### src/rtl/serial_xfer_ctrl.sv
// Link-port transfer sequencer: times 8-bit serial transfers from an internal
// divided clock or a synchronized external clock and issues shift/load strobes.
module serial_xfer_ctrl #(
  parameter int DIV_NORMAL = 512,
  parameter int DIV_FAST   = 16,
  parameter int CNT_W      = 9
) (
  input  logic       I_CLK,
  input  logic       I_RESET_L,
  input  logic       I_START,
  input  logic       I_INTERNAL,
  input  logic       I_FAST,
  input  logic       I_ABORT,
  input  logic       I_EXTERNAL_CLOCK,
  output logic       O_SERIAL_CLOCK,
  output logic       O_OUT_LOAD,
  output logic       O_SHIFT,
  output logic       O_BUSY,
  output logic       O_DONE,
  output logic       O_SERIAL_INTERRUPT,
  output logic [2:0] O_BIT_COUNT
);

  // state  | meaning
  // IDLE   | no transfer; completion pulse may be showing
  // LOW    | internal clock low half-period, SB[7] driven out on entry
  // HIGH   | internal clock high half-period, SB shifted on entry
  // EXT    | following the synchronized external clock pin
  typedef enum logic [1:0] {S_IDLE, S_LOW, S_HIGH, S_EXT} state_e;

  localparam logic [CNT_W-1:0] HALF_N = CNT_W'(DIV_NORMAL / 2 - 1);
  localparam logic [CNT_W-1:0] HALF_F = CNT_W'(DIV_FAST / 2 - 1);

  state_e           state_q, state_d;
  logic [CNT_W-1:0] cnt_q, cnt_d;
  logic [2:0]       bit_q, bit_d;
  logic             fast_q, fast_d;
  logic             done_q, done_d;
  logic [2:0]       sync_q;
  logic [CNT_W-1:0] half_cur;
  logic             cnt_zero;
  logic             ext_rise;
  logic             ext_fall;

  assign half_cur = fast_q ? HALF_F : HALF_N;
  assign cnt_zero = (cnt_q == '0);
  // sync_q[1] is the synchronized pin level, sync_q[2] its previous value
  assign ext_rise = sync_q[1] & ~sync_q[2];
  assign ext_fall = ~sync_q[1] & sync_q[2];

  always_ff @(posedge I_CLK or negedge I_RESET_L) begin
    if (!I_RESET_L) begin
      state_q <= S_IDLE;
      cnt_q   <= '0;
      bit_q   <= 3'd0;
      fast_q  <= 1'b0;
      done_q  <= 1'b0;
      sync_q  <= 3'b000;
    end else begin
      state_q <= state_d;
      cnt_q   <= cnt_d;
      bit_q   <= bit_d;
      fast_q  <= fast_d;
      done_q  <= done_d;
      sync_q  <= {sync_q[1:0], I_EXTERNAL_CLOCK};
    end
  end

  always_comb begin
    state_d = state_q;
    cnt_d   = cnt_q;
    bit_d   = bit_q;
    fast_d  = fast_q;
    done_d  = 1'b0;
    case (state_q)
      S_IDLE: begin
        if (I_START) begin
          if (I_INTERNAL) begin
            fast_d  = I_FAST;
            cnt_d   = I_FAST ? HALF_F : HALF_N;
            state_d = S_LOW;
          end else begin
            state_d = S_EXT;
          end
        end
      end
      S_LOW: begin
        if (cnt_zero) begin
          cnt_d   = half_cur;
          state_d = S_HIGH;
        end else begin
          cnt_d = cnt_q - 1'b1;
        end
      end
      S_HIGH: begin
        if (cnt_zero) begin
          bit_d = bit_q + 3'd1;
          if (bit_q == 3'd7) begin
            state_d = S_IDLE;
            done_d  = 1'b1;
          end else begin
            cnt_d   = half_cur;
            state_d = S_LOW;
          end
        end else begin
          cnt_d = cnt_q - 1'b1;
        end
      end
      S_EXT: begin
        if (ext_rise) begin
          bit_d = bit_q + 3'd1;
          if (bit_q == 3'd7) begin
            state_d = S_IDLE;
            done_d  = 1'b1;
          end
        end
      end
      default: state_d = S_IDLE;
    endcase
    // abort overrides everything, including a completing edge
    if (I_ABORT && (state_q != S_IDLE)) begin
      state_d = S_IDLE;
      cnt_d   = '0;
      bit_d   = 3'd0;
      done_d  = 1'b0;
    end
  end

  always_comb begin
    O_SERIAL_CLOCK     = (state_q == S_HIGH);
    O_BUSY             = (state_q != S_IDLE);
    O_OUT_LOAD         = ((state_q == S_LOW) && (cnt_q == half_cur)) ||
                         ((state_q == S_EXT) && ext_fall);
    O_SHIFT            = (((state_q == S_HIGH) && (cnt_q == half_cur)) ||
                          ((state_q == S_EXT) && ext_rise)) && !I_ABORT;
    O_DONE             = done_q;
    O_SERIAL_INTERRUPT = done_q;
    O_BIT_COUNT        = bit_q;
  end

endmodule

### config.mk
export PLATFORM = sky130hd
export DESIGN_NAME = serial_xfer_ctrl
export DESIGN_NICKNAME = d
export VERILOG_FILES = /design/src/rtl/serial_xfer_ctrl.sv
export SDC_FILE = /design/constraint.sdc
export NUM_CORES = 1
export LEC_CHECK = 0
export CAP_MARGIN = 5
export CORE_MARGIN = 5
export CORE_UTILIZATION = 50
export DETAILED_ROUTE_END_ITERATION = 12
export GPL_TIMING_DRIVEN = 1
export MAX_ROUTING_LAYER = met4
export PLACE_DENSITY = 0.73
export SLEW_MARGIN = 40
export SYNTH_ARGS = -nofsm -noshare
export SYNTH_HDL_FRONTEND = slang
export SYNTH_SLANG_ARGS = --single-unit
### constraint.sdc
create_clock -name I_CLK -period 3.6 [get_ports I_CLK]
set_input_delay 1.08 -clock I_CLK [delete_from_list [all_inputs] [get_ports I_CLK]]
set_output_delay 1.08 -clock I_CLK [all_outputs]
set_load 0.01 [all_outputs]
Yosys cells after proc, flatten, opt, wreduce, memory -nomap -nowiden --
Cells that the tools add are included.
Storage, ports and cells: output and inout port bits 9, logic and storage cells 69, flip-flop bits (word level) 19, bits of input ports 7
Cells by class: add/subtract/negate cells 2, mux-type cells 27, reduce and logical (&&, ||, !) cells 18, equality and inequality tests 12, bitwise operators 4
Operators with widths (count):
- $mux 9 | 6
- $pmux 9 s3 | 1
- $mux 8 | 2
- $ne 3x3->1 const B | 5
- $mux 2 | 7
- $eq 9x8->1 | 1
- $logic_not 9->1 | 1
- $mux 3 | 3
- $sub 9x1->9 const B | 1
- $pmux 2 s4 | 1
- $logic_and 1x1->1 | 6
- $pmux 3 s2 | 1
- $reduce_and 3->1 | 2
- $mux 1 | 5
- $reduce_and 5->1 | 1
- $eq 2x2->1 const B | 2
- $ne 4x3->1 const B | 1
- $reduce_and 4->1 | 1
- $reduce_bool 4->1 | 1
- $add 3x1->3 const B | 1
- $eq 3x3->1 const B | 1
- $ne 3x1->1 const B | 1
- $reduce_bool 3->1 | 1
- $and 1x1->1 | 2
- other kinds (7) | 9

Depth between registers and ports, before layout --
depth after elaboration 5, depth in mapped cells 9

Worst setup path before layout --
Ideal clock, no wire load.
path type reg-to-output, start point register cnt_q[5], end point output O_SHIFT, cell stages (with the launch flop) 7, arrival 1.827 ns, slack 0.693 ns, data required time 2.520 ns, buffers on the path 1, cells stage by stage dfrtp_1 clkbuf_2 or3_1 or4_1 a211oi_1 nand2_1 a21oi_1
On the way: cells in the longest elaborated chain, start to end 4
RTL lines:
- start: declaration | RTL line 35 | logic [CNT_W-1:0] cnt_q, cnt_d;
- start signal: assignment | RTL line 61 | cnt_q <= cnt_d;
- $eq 9x8->1 | RTL line 134 | O_SHIFT = (((state_q == S_HIGH) && (cnt_q == half_cur)) ||
- $logic_and 1x1->1 | RTL line 134
- $logic_or 1x1->1 | RTL line 134
- $logic_and 1x1->1 | RTL line 135 | ((state_q == S_EXT) && ext_rise)) && !I_ABORT;
- end: declaration | RTL line 17 | output logic O_SHIFT,
Every way passes these cells.

Worst setup path in the final report --
Ends and elaborated chain as after synthesis.

==> qor.txt <==
fill cell count: 227
WL final: 2712 microns
vias per cell: 5.831
mapped cell area: 1257 sq um
Commonest cells post-synth: dfrtp_1 (19), nor2_1 (11), inv_1 (10)
CTS Buffer Depth: 2
initial antenna violation count: 0
hold slack: 0.3697 ns
DIE WIDTH: 60.15 microns
CTS tree: yes
DRC: 0
Seq cells post-synth: 19
Vert. Die Dim: 60.15 microns
final setup vio count: 0
Area Overhead vs Synth: 15.12%
layout cells sized above 1: 19.59%
P_leak: 0.6714 nW
Initial Utilization: 51.70%
Site Rows: 18
H-tree Lvls: 1
Slew headroom: 57.73%
ranking of synthesized cells by area: dfrtp_1 (38%), ha_1 (8.0%), nor2_1 (3.3%), a21oi_1 (3.2%), mux2i_1 (3.2%)
die area: 3618 sq um
GR Util met1: 23.17%
Post-DRT Antenna Nets: 0
Multi-input gate area: 696.9 sq um
pin count of the biggest net entering global routing: 20
CTS sink cnt: 19
global-route wire length before repair: 4816 microns
CTS hold repair buffers: 0
most numerous cell in the Yosys netlist: dfrtp_1
RSZ-0062 raised after global routing: false
Clock Latency Late Sink: 0.30 ns
syn nets: 146
area leader, netlist: dfrtp_1
routing usage on met3: 5.184%
Req. time, crit path: 2.52 ns
hold_sp: sync_q[0]$_DFF_PN0_
WL/cell: 15.24 microns
final core occ: 59.52%
I/O Pins: 16
number of synthesized flops with an enable pin: 0
post-synth top area share: 37.81%
WS Path Type: reg2out
Mapped Avg Cell Area: 9.599 sq um
Crit Reg-Reg Startpoint: cnt_q[0]$_DFFE_PN0P_
Overflow after GRT: 0
drt first-iter violations: 45
GRT met2 Usage: 27.78%
RePlAce Congestion: 0.8987
ys flop type: dfrtp_1
vias post-DR: 1038
DR pass1 iterations: 4
Syn Inst Count: 131
Worst Setup Start Kind: flop
Max Slew Vio Count: 0
vias in the first global route: 1025
library cells used by synthesis: 46
synth warn: 0
dpl hpwl: 2051 microns
IO Port Bufs: 15
final setup TNS: 0 ns
Post-synth ARST share: 100.0%
P per Cell Area: 834.5 nW/um^2
Worst-Margin Slew: 0.6283 ns
final hold vios: 0
FMAX: 0.2953 GHz
ANT cells: 0
grt peak-use layer: met2
CTS Buf Count: 3
Final #Nets: 164
status: completed
Clock Pin Slew Worst Setup and Hold Paths: 0.10 ns
Final min period: 3.387 ns
Final Cycle Share: 94.07%
Worst Setup SP: cnt_q[5]$_DFFE_PN0P_
GRT Total Usage: 18.23%
max_cap viols: 0
Fin Clk Skew: 0.002163 ns
post-synthesis sequential area ratio: 37.81%
HP Class: reg2reg
Storage cell area: 475.5 sq um
Root Driver: clkbuf_4
CP Max Fanout: 3
Critical Path Sink Type: primary output
crit path DAT: 2.31 ns
Worst VDD drop: 0.0005152 V
Core Area: 2432 sq um
[area by class of cell]
class / instances / area share, %
sequential: 19 / 32.84
timing repair buffer: 19 / 11.93
inverter: 10 / 2.593
multi-input combinational: 96 / 48.14
clock buffer: 3 / 1.556
tap: 30 / 2.593
clock inverter: 1 / 0.3457
[layout by cell type (no fill, tap or decap), types with 3 or more instances in the layout]
cell and count:
clkbuf_4 3, mux2i_1 4, buf_4 4, a21oi_1 8, nand2_1 9, ha_1 8
dfrtp_1 19, inv_1 10, o21ai_0 7, a21o_2 3, clkdlybuf4s50_1 12, nor2_1 11
[power breakdown]
group          switching (mW)  total, mW  internal [mW]  leakage [nW]
clock                  0.0640      0.105         0.0415        0.0177
combinational           0.398      0.746          0.348         0.415
sequential             0.0701      0.357          0.287         0.239
total                   0.532       1.21          0.676         0.671
[state kept, by name (all words and copies together) (netlist names)]
signal / cells
O_BIT_COUNT: 3
fast_q: 1
cnt_q: 9
O_DONE: 1
sync_q: 3
state_q: 2
[through the flow]
step | area [sq um] | setup WS, ns | std cells | power (mW)
finish | 1448 | 0.2135 | 178 | 1.208
global route | 1448 | 0.09854 | 178 | 1.320
CTS | 1448 | 0.2079 | 178 | 1.207
detailed placement | 1403 | 0.2085 | 172 | 1.081
global placement | 1408 | 0.2382 | 172 | 1.050
floorplan | 1257 | 0.6931 | 131 | 0.9275
[what timing repair did]
| item | in CTS | in global routing |
|---|---|---|
| buffers inserted | 2 | 0 |
| setup endpoints to repair | 2 | 0 |
| resized for setup | 3 | 0 |
[worst paths after layout]
check                                             to  depth (start not counted)  slack [ns]
worst max-delay path                         O_SHIFT                          6        0.21
worst min-delay path             sync_q[1]$_DFF_PN0_                          0        0.37
worst max register to register  cnt_q[6]$_DFFE_PN0P_                          7        1.20
worst min register to register   sync_q[1]$_DFF_PN0_                          0        0.37
max in group asynchronous        sync_q[1]$_DFF_PN0_                          1        2.62
min in group asynchronous           O_DONE$_DFF_PN0_                          1        0.69
[routing by layer]
layer | part of all wire (%) | vias up | wire length (microns)
met5 | 0 | - | 0
met4 | 0.88 | 0 | 24
met1 | 44 | 501 | 1194
met2 | 49 | 31 | 1332
li1 | - | 504 | -
met3 | 5.9 | 2 | 160
[logic make-up after synthesis]
| logic type | share of synthesized area [%] |
|---|---|
| AND/OR/NAND/NOR | 19.60 |
| AO/OA/AOI/OAI | 20.40 |
| flip-flops | 37.81 |
| buffers and inverters | 7.164 |
| adder cells (fa/ha/maj) | 7.961 |
| multiplexers | 4.975 |
| XOR/XNOR | 2.090 |
[critical path: stages (launching register included)]
cell           delay (ns)
dfrtp_1              0.38
or3_1                0.40
or4_1                0.43
a211oi_2             0.29
nand2_1              0.09
a21oi_1              0.14
dlygate4sd2_1        0.28
(Power assumes the default switching activity.)
